### config.mk
export PLATFORM = sky130hd
export DESIGN_NAME = dom1_skinny_fpga_host
export DESIGN_NICKNAME = d
export VERILOG_FILES = /design/src/rtl/dom1_skinny_fpga_host.sv
export SDC_FILE = /design/constraint.sdc
export NUM_CORES = 2
export LEC_CHECK = 0
export CAP_MARGIN = 20
export CORE_UTILIZATION = 42
export CTS_CLUSTER_SIZE = 28
export DETAILED_ROUTE_END_ITERATION = 8
export PLACE_DENSITY = 0.58
export SLEW_MARGIN = 15
export SYNTH_ARGS = -nofsm -noshare
export SYNTH_HDL_FRONTEND = slang
export SYNTH_SLANG_ARGS = --single-unit
export TNS_END_PERCENT = 20
### constraint.sdc
create_clock -name clk -period 3.1 [get_ports clk]
set_clock_uncertainty 0.05 [all_clocks]
set_input_delay 0.31 -clock clk [delete_from_list [all_inputs] [get_ports clk]]
set_output_delay 0.31 -clock clk [all_outputs]
set_load 0.02 [all_outputs]
### src/rtl/dom1_skinny_fpga_host.sv
`default_nettype none
// =============================================================================
// dom1_skinny_fpga_host: streams a command byte and NBYTES payload bytes to a
// byte-serial core, then collects NBYTES result bytes with an idle timeout.
// Revision: 1.0
// =============================================================================
module dom1_skinny_fpga_host #(
  parameter int         NBYTES   = 112,
  parameter logic [7:0] CMD_BYTE = 8'h01,
  parameter int         TIMEOUT  = 65535
) (
  input  logic       clk,
  input  logic       rst,
  input  logic       wr_en,
  input  logic [6:0] wr_addr,
  input  logic [7:0] wr_data,
  input  logic       start,
  input  logic [6:0] rd_addr,
  output logic [7:0] rd_data,
  output logic       busy,
  output logic       done,
  output logic       timeout,
  output logic [7:0] tx_data,
  output logic       tx_valid,
  input  logic       tx_ready,
  input  logic [7:0] rx_data,
  input  logic       rx_valid,
  output logic       rx_ready
);

  localparam logic [6:0]  c_LAST_IDX = 7'(NBYTES - 1);
  localparam logic [7:0]  c_NB       = 8'(NBYTES);
  localparam logic [15:0] c_TO       = 16'(TIMEOUT);
  localparam logic [15:0] c_TO_M1    = 16'(TIMEOUT - 1);

  typedef enum logic [1:0] {
    S_IDLE = 2'd0,
    S_CMD  = 2'd1,
    S_SEND = 2'd2,
    S_RECV = 2'd3
  } state_t;

  state_t      state_q, state_d;
  logic [6:0]  cnt_q, cnt_d;
  logic [15:0] idle_q, idle_d;
  logic        done_q, done_d;
  logic        to_q, to_d;
  logic [7:0]  rd_q;
  logic        w_pay_we;
  logic        w_res_we;

  logic [7:0] pay_q [NBYTES];
  logic [7:0] res_q [NBYTES];

  assign w_pay_we = wr_en && (state_q == S_IDLE) && ({1'b0, wr_addr} < c_NB);
  assign w_res_we = (state_q == S_RECV) && rx_valid;

  always_comb begin
    state_d  = state_q;
    cnt_d    = cnt_q;
    idle_d   = idle_q;
    done_d   = done_q;
    to_d     = to_q;
    tx_valid = 1'b0;
    tx_data  = 8'h00;
    rx_ready = 1'b0;
    case (state_q)
      S_IDLE: begin
        if (start) begin
          state_d = S_CMD;
          cnt_d   = '0;
          done_d  = 1'b0;
          to_d    = 1'b0;
        end
      end
      S_CMD: begin
        tx_valid = 1'b1;
        tx_data  = CMD_BYTE;
        if (tx_ready) begin
          state_d = S_SEND;
          cnt_d   = '0;
        end
      end
      S_SEND: begin
        tx_valid = 1'b1;
        tx_data  = pay_q[cnt_q];
        if (tx_ready) begin
          if (cnt_q == c_LAST_IDX) begin
            state_d = S_RECV;
            cnt_d   = '0;
            idle_d  = '0;
          end else begin
            cnt_d = cnt_q + 7'd1;
          end
        end
      end
      S_RECV: begin
        rx_ready = 1'b1;
        if (rx_valid) begin
          idle_d = '0;
          if (cnt_q == c_LAST_IDX) begin
            state_d = S_IDLE;
            cnt_d   = '0;
            done_d  = 1'b1;
          end else begin
            cnt_d = cnt_q + 7'd1;
          end
        end else if (idle_q >= c_TO_M1) begin
          // Captured bytes stay in the result buffer; only the run is abandoned.
          state_d = S_IDLE;
          idle_d  = c_TO;
          to_d    = 1'b1;
        end else begin
          idle_d = idle_q + 16'd1;
        end
      end
      default: state_d = S_IDLE;
    endcase
  end

  always_ff @(posedge clk or posedge rst) begin
    if (rst) begin
      state_q <= S_IDLE;
      cnt_q   <= '0;
      idle_q  <= '0;
      done_q  <= 1'b0;
      to_q    <= 1'b0;
      rd_q    <= 8'h00;
    end else begin
      state_q <= state_d;
      cnt_q   <= cnt_d;
      idle_q  <= idle_d;
      done_q  <= done_d;
      to_q    <= to_d;
      rd_q    <= ({1'b0, rd_addr} < c_NB) ? res_q[rd_addr] : 8'h00;
    end
  end

  // Buffers are deliberately left out of reset so contents survive an abort.
  always_ff @(posedge clk) begin
    if (w_pay_we) pay_q[wr_addr] <= wr_data;
    if (w_res_we) res_q[cnt_q]   <= rx_data;
  end

  assign rd_data = rd_q;
  assign busy    = (state_q != S_IDLE);
  assign done    = done_q;
  assign timeout = to_q;

endmodule
`default_nettype wire

# After elaboration in Yosys (flattened, before gate mapping)
# Memories as Yosys holds them, arrays and structs flattened.
# Index checks and enable logic that the tools add are counted.
[classes]
n_mux = 34
add_sub_neg = 2
order_cmp = 3
n_eq_ne = 14
reduce_logical = 13
[op_table]
columns = ["op", "count"]
rows = [
  ["16-bit two-way mux", 4],
  ["7-bit two-way mux", 5],
  ["16-bit case mux with 2 select lines", 1],
  ["7-bit case mux with 4 select lines", 1],
  ["16-bit by 1-bit adder with 16-bit output, second input constant", 1],
  ["16-bit greater-or-equal comparator, second input constant", 1],
  ["8-bit case mux with 2 select lines", 1],
  ["7-bit less-than comparator, second input constant", 2],
  ["2-bit two-way mux", 7],
  ["2-bit inequality test, second input constant", 6],
  ["4-bit AND reduction", 3],
  ["1-bit two-way mux", 11],
  ["8-bit two-way mux", 1],
  ["2-bit case mux with 4 select lines", 1],
  ["7-bit by 1-bit adder with 7-bit output, second input constant", 1],
  ["7-bit equality test, second input constant", 1],
  ["3-bit by 2-bit inequality test with 1-bit output, second input constant", 2],
  ["6-bit AND reduction", 1],
  ["2-bit nonzero test", 3],
  ["2-bit equality test, second input constant", 2],
  ["2-bit by 1-bit inequality test with 1-bit output, second input constant", 2],
  ["1-bit case mux with 2 select lines", 2],
  ["1-bit logical AND", 3],
  ["3-bit AND reduction", 1],
  ["other kinds (3)", 3],
]
[totals]
reg_bits = 35
elab_cells = 74
inputBits = 36
ram_bits = 1792
output_inout_bits = 21
n_memories = 2
[memory_table]
columns = ["memory", "depth", "word_bits", "rd", "rd_clocked_by_memory_dff", "wr", "line_no", "text"]
rows = [
  ["pay_q", 112, 8, 1, 0, 1, "52", "logic [7:0] pay_q [NBYTES];"],
  ["res_q", 112, 8, 1, 0, 1, "53", "logic [7:0] res_q [NBYTES];"],
]

# Depth between registers and ports, before layout
[depth]
depth_word = 5
ltp_mapped = 11
depth_no_buf = 8

# Least setup slack after synthesis
# No wires, ideal clock.
[synth_timing]
path_kind = "register -> register"
startpoint = "register state_q[1]"
endpoint = "memory res_q[40][0] (enable)"
setup_slack_ns = 0.331
path_buffers = 2
arrival_time_ns = 2.324
setup_ns = 0.395
required_ns = 2.655
path_stages_with_launch = 7
period_less_slack_ns = 2.769
cell_sequence = "dfrtp_1 > ha_1 > clkbuf_1 > and2_1 > clkbuf_1 > nand3_1 > nor4_1"
[synth_between]
elab_chain_len = 4
[synth_lines]
columns = ["element", "line_no", "text"]
rows = [
  ["start, declared", "43", "state_t state_q, state_d;"],
  ["start signal, assigned", "130", "state_q <= state_d;"],
  ["2-bit equality test", "56", "assign w_res_we = (state_q == S_RECV) && rx_valid;"],
  ["1-bit logical AND", "56", ""],
  ["1-bit two-way mux", "142", "if (w_res_we) res_q[cnt_q] <= rx_data;"],
  ["1-bit two-way mux (not written as such)", "142", ""],
  ["end, declared", "53", ""],
]
# No other way between the ends.

# Worst setup path in the final report
[layout_timing]
startpoint = "register cnt_q[0]"
endpoint = "output tx_data[0]"
[layout_between]
elab_chain_len = 2
[layout_lines]
columns = ["element", "line_no", "text"]
rows = [
  ["start, declared", "44", "logic [6:0] cnt_q, cnt_d;"],
  ["start signal, assigned", "131", "cnt_q <= cnt_d;"],
  ["memory 112 x 8 bit", "--", ""],
  ["8-bit case mux with 2 select lines", "67", "case (state_q)"],
  ["end, declared", "23", "output logic [7:0] tx_data,"],
]
# No other way between the ends.

==> reports/metrics.cfg <==
[status]
outcome=finished, violations left
violations=negative setup slack

[floorplanning]
die_w_um=416
ios=57
core_sq_mm=0.170
row_count=151
start_util_pct=42.4
die_area_sq_mm=0.173
die_y_um=416

[drt]
wirelength_um=203000
firstDrtPassIters=6
wl_met3_um=15300
num_vias=39863
viasPerCell=5.85
maxUsedRoutingLayer=met5
wl_met2_um=98700
wirelength_met1_um=80900
ant_nets=0
route.detailed.wl_per_inst_um=29.7
drt-initial-drc-count=4420
drcViolationCount=0

[finish]
area_delta_synth_final_pct=20.8
finalNetCount=4489
multi_input_area_sq_mm=0.0166
n_fill_cell=13617
post_route_cells_drive_above_1_share_pct=32.2
seqCellArea_sq_mm=0.0547
fin_area_sq_mm=0.0869

[setup_path]
cp-start-kind=register
crit_chain=buf_12 > buf_16 > inv_2 > buf_12 > buf_12 > a221oi_4 > o22ai_2 > a222oi_1 > buf_4 > o2111a_1 > a41oi_2 > buf_4 > buf_6
worstReg2RegEnd=cnt_q[0]
startpoint=cnt_q[0]
crit_required_ns=2.74
path_buf_inv=8
regToRegSetupSlack_ns=0.18
cpPeakStageDelay_ns=0.51
r2r-start=cnt_q[3]
cpMostUsedCell=buf_12
reg2regPathDepth=9
critPathKind=reg2out
cp_top_family=buffers and inverters
arrival_ns=3.63
endpoint_kind=primary output
cp_max_fo=15
worst-path-stages=13
crit_path_top_delay_cell=dfrtp_4
setup.worst_path.end=tx_data[0]

[synthesis]
synth_edf_count=1792
synthFlopType=edfxtp_1
syn-num-nets=3779
synth_seq_cells=1827
yosysWarnings=0
netlist_area_sq_mm=0.0720
ys_types=68
syn_inst=3736
synth-async-reset-ratio_pct=1.92
synth_seq_area_share_pct=76.0
syn_avg_cell_area_sq_um=19.3

[place]
dp_hpwl_um=131000
dpl_worst_slack_ns=-0.499
io_buffers=56
place_congestion=0.914
placed_area_sq_mm=0.0798

[flow_run]
drv_cap=0

[timing]
rsz0062_at_grt=yes
fin_ws_ns=-0.892
hold_viol_final=0
setup_viol=8
drv_slew=0
fin_crit_sh_pct=129
fin_tns_setup_ns=-6.53
fmax_ghz=0.251
tightest_slew_ns=1.05
slew_headroom_pct=29.9
period_needed_ns=3.99

[global_route]
grt_pass1_vias=40157
overflow=0
grt_max_degree=113
antenna_found_initial=4
grt_pass1_wl_um=290000
grt_usage_pct=23.3

[clock_tree]
clockBufferDepth=3
clk_pin_slew_ns=0.06
cts_tree=yes
cts_sinks=1827
cts_root_buffer=clkbuf_16
cts_buffers=182
clkLatencyLatePin_ns=0.82
cts-htree-levels=4

[power]
p_leak_nw=28.3
powerDensity_mw_per_mm2=687
max-vdd-ir-drop_uv=607

[hold_path]
min_path_type=in2reg
min_from=rx_data[5]

worst min path at each step:
stage                        end  cells past startpoint
finish              res_q[83][5]                      1
global route        res_q[65][2]                      2
CTS                 res_q[79][3]                      1
detailed placement    idle_q[10]                      1
global placement      idle_q[13]                      1
floorplan            pay_q[0][0]                      0
synth_stat cells, drive strengths merged (4+ instances only):
cell type	count	area (sq um)
ha	7	87.6
nand2b	11	68.8
nor4	8	56.3
o211ai	6	45.0
o22ai	19	119
nor2b	41	257
o31ai	4	30.0
nor3	10	50.1
mux4	314	7070
a31o	4	35.0
a22oi	83	623
a41oi	5	43.8
buf	136	828
mux2	71	800
a22o	18	158
dfrtp	35	876
o221ai	7	61.3
o41ai	5	43.8
nand3	42	210
nor2	291	1100
o22a	14	123
a221oi	72	631
a211oi	31	233
o2bb2ai	9	78.8
a32oi	7	61.3
or3	7	43.8
a222oi	5	50.1
inv	14	52.6
or2	5	31.3
and2	10	62.6
o21ai	53	265
a211o	4	35.0
edfxtp	1792	53800
a31oi	32	200
mux2i	172	1720
a21oi	106	531
clkbuf	104	390
nand2	108	405
a221o	27	270
a21o	9	67.6
worst register-to-register path, stage by stage, from the launching register on:
cell	delay, ns
dfrtp_1	0.43
buf_12	0.18
nor2b_2	0.17
buf_4	0.25
buf_4	0.20
nand2_1	0.15
nor2_1	0.08
buf_4	0.17
or3_1	0.43
o21ai_0	0.63
registers in the layout (all words and copies together), names as in the netlist:
signal and cells:
idle_q 16, timeout 1, cnt_q 7, pay_q 896, state_q 2, rd_data 8
done 1, res_q 896
layout make-up:
type                    instances  share of cell area (%)
clock buffers                 233                    5.61
clock inverters               105                    1.04
inverters                      15                  0.0648
multi-input cells            1654                    19.1
repair buffers                766                    8.07
well taps                    2218                    3.19
flip-flops and latches       1827                    62.9
diodes                          1                 0.00288
where the power goes:
part           switching, mW  leakage (nW)  total (mW)  internal (mW)
combinational           6.23          8.96        10.9           4.65
clock                   9.30          2.81        21.5           12.2
sequential            0.0827          16.6        27.3           27.2
timing repair:
item                       4_1_cts  5_1_grt
setup endpoints to repair        9        8
gates resized for setup        141       24
cloned                           7        0
buffers inserted                29       11
pin swaps                       37        9
hold buffers                    11        0
hold endpoints to repair       257        0
cells in the final DEF, fill, tap and decap left out, types with 67 or more instances in the layout:
cell       Yosys  layout
nand2_1      108     105
mux4_2       314     314
mux2i_1      172     171
a22oi_1       83      75
clkbuf_16      0     188
mux2_2        70      70
buf_12         0      67
edfxtp_1    1792    1792
nor2_1       289     287
buf_4         43     617
a21oi_1      106      98
cell families after synthesis:
family / after synthesis / synth area share, %
simple gates: 548 / 3.34
flops: 1827 / 76.0
mux: 557 / 13.3
fa+ha+maj: 7 / 0.122
buf+inv: 255 / 1.77
compound gates: 542 / 5.43
metal layers:
layer / global-route usage, % / vias to the layer above
li1: - / 16849
met1: 30.8 / 20843
met2: 38.4 / 1768
met3: 4.67 / 401
met4: 8.51 / 2
met5: 0 / -
per-stage QoR:
| step | util (%) | hold WS, ns | std cells | power, mW |
|---|---|---|---|---|
| after floorplan | - | 0.359 | 3736 | 32.5 |
| after global placement | 47.0 | 0.444 | 6426 | 37.5 |
| after detailed placement | 47.0 | 0.454 | 6426 | 37.5 |
| after CTS | 51.1 | 0.00457 | 6808 | 59.8 |
| after global routing | 51.2 | 0.0177 | 6818 | 61.3 |
| final | 51.2 | 0.0214 | 6819 | 59.7 |
No activity file was read; power rests on OpenSTA's default activity.
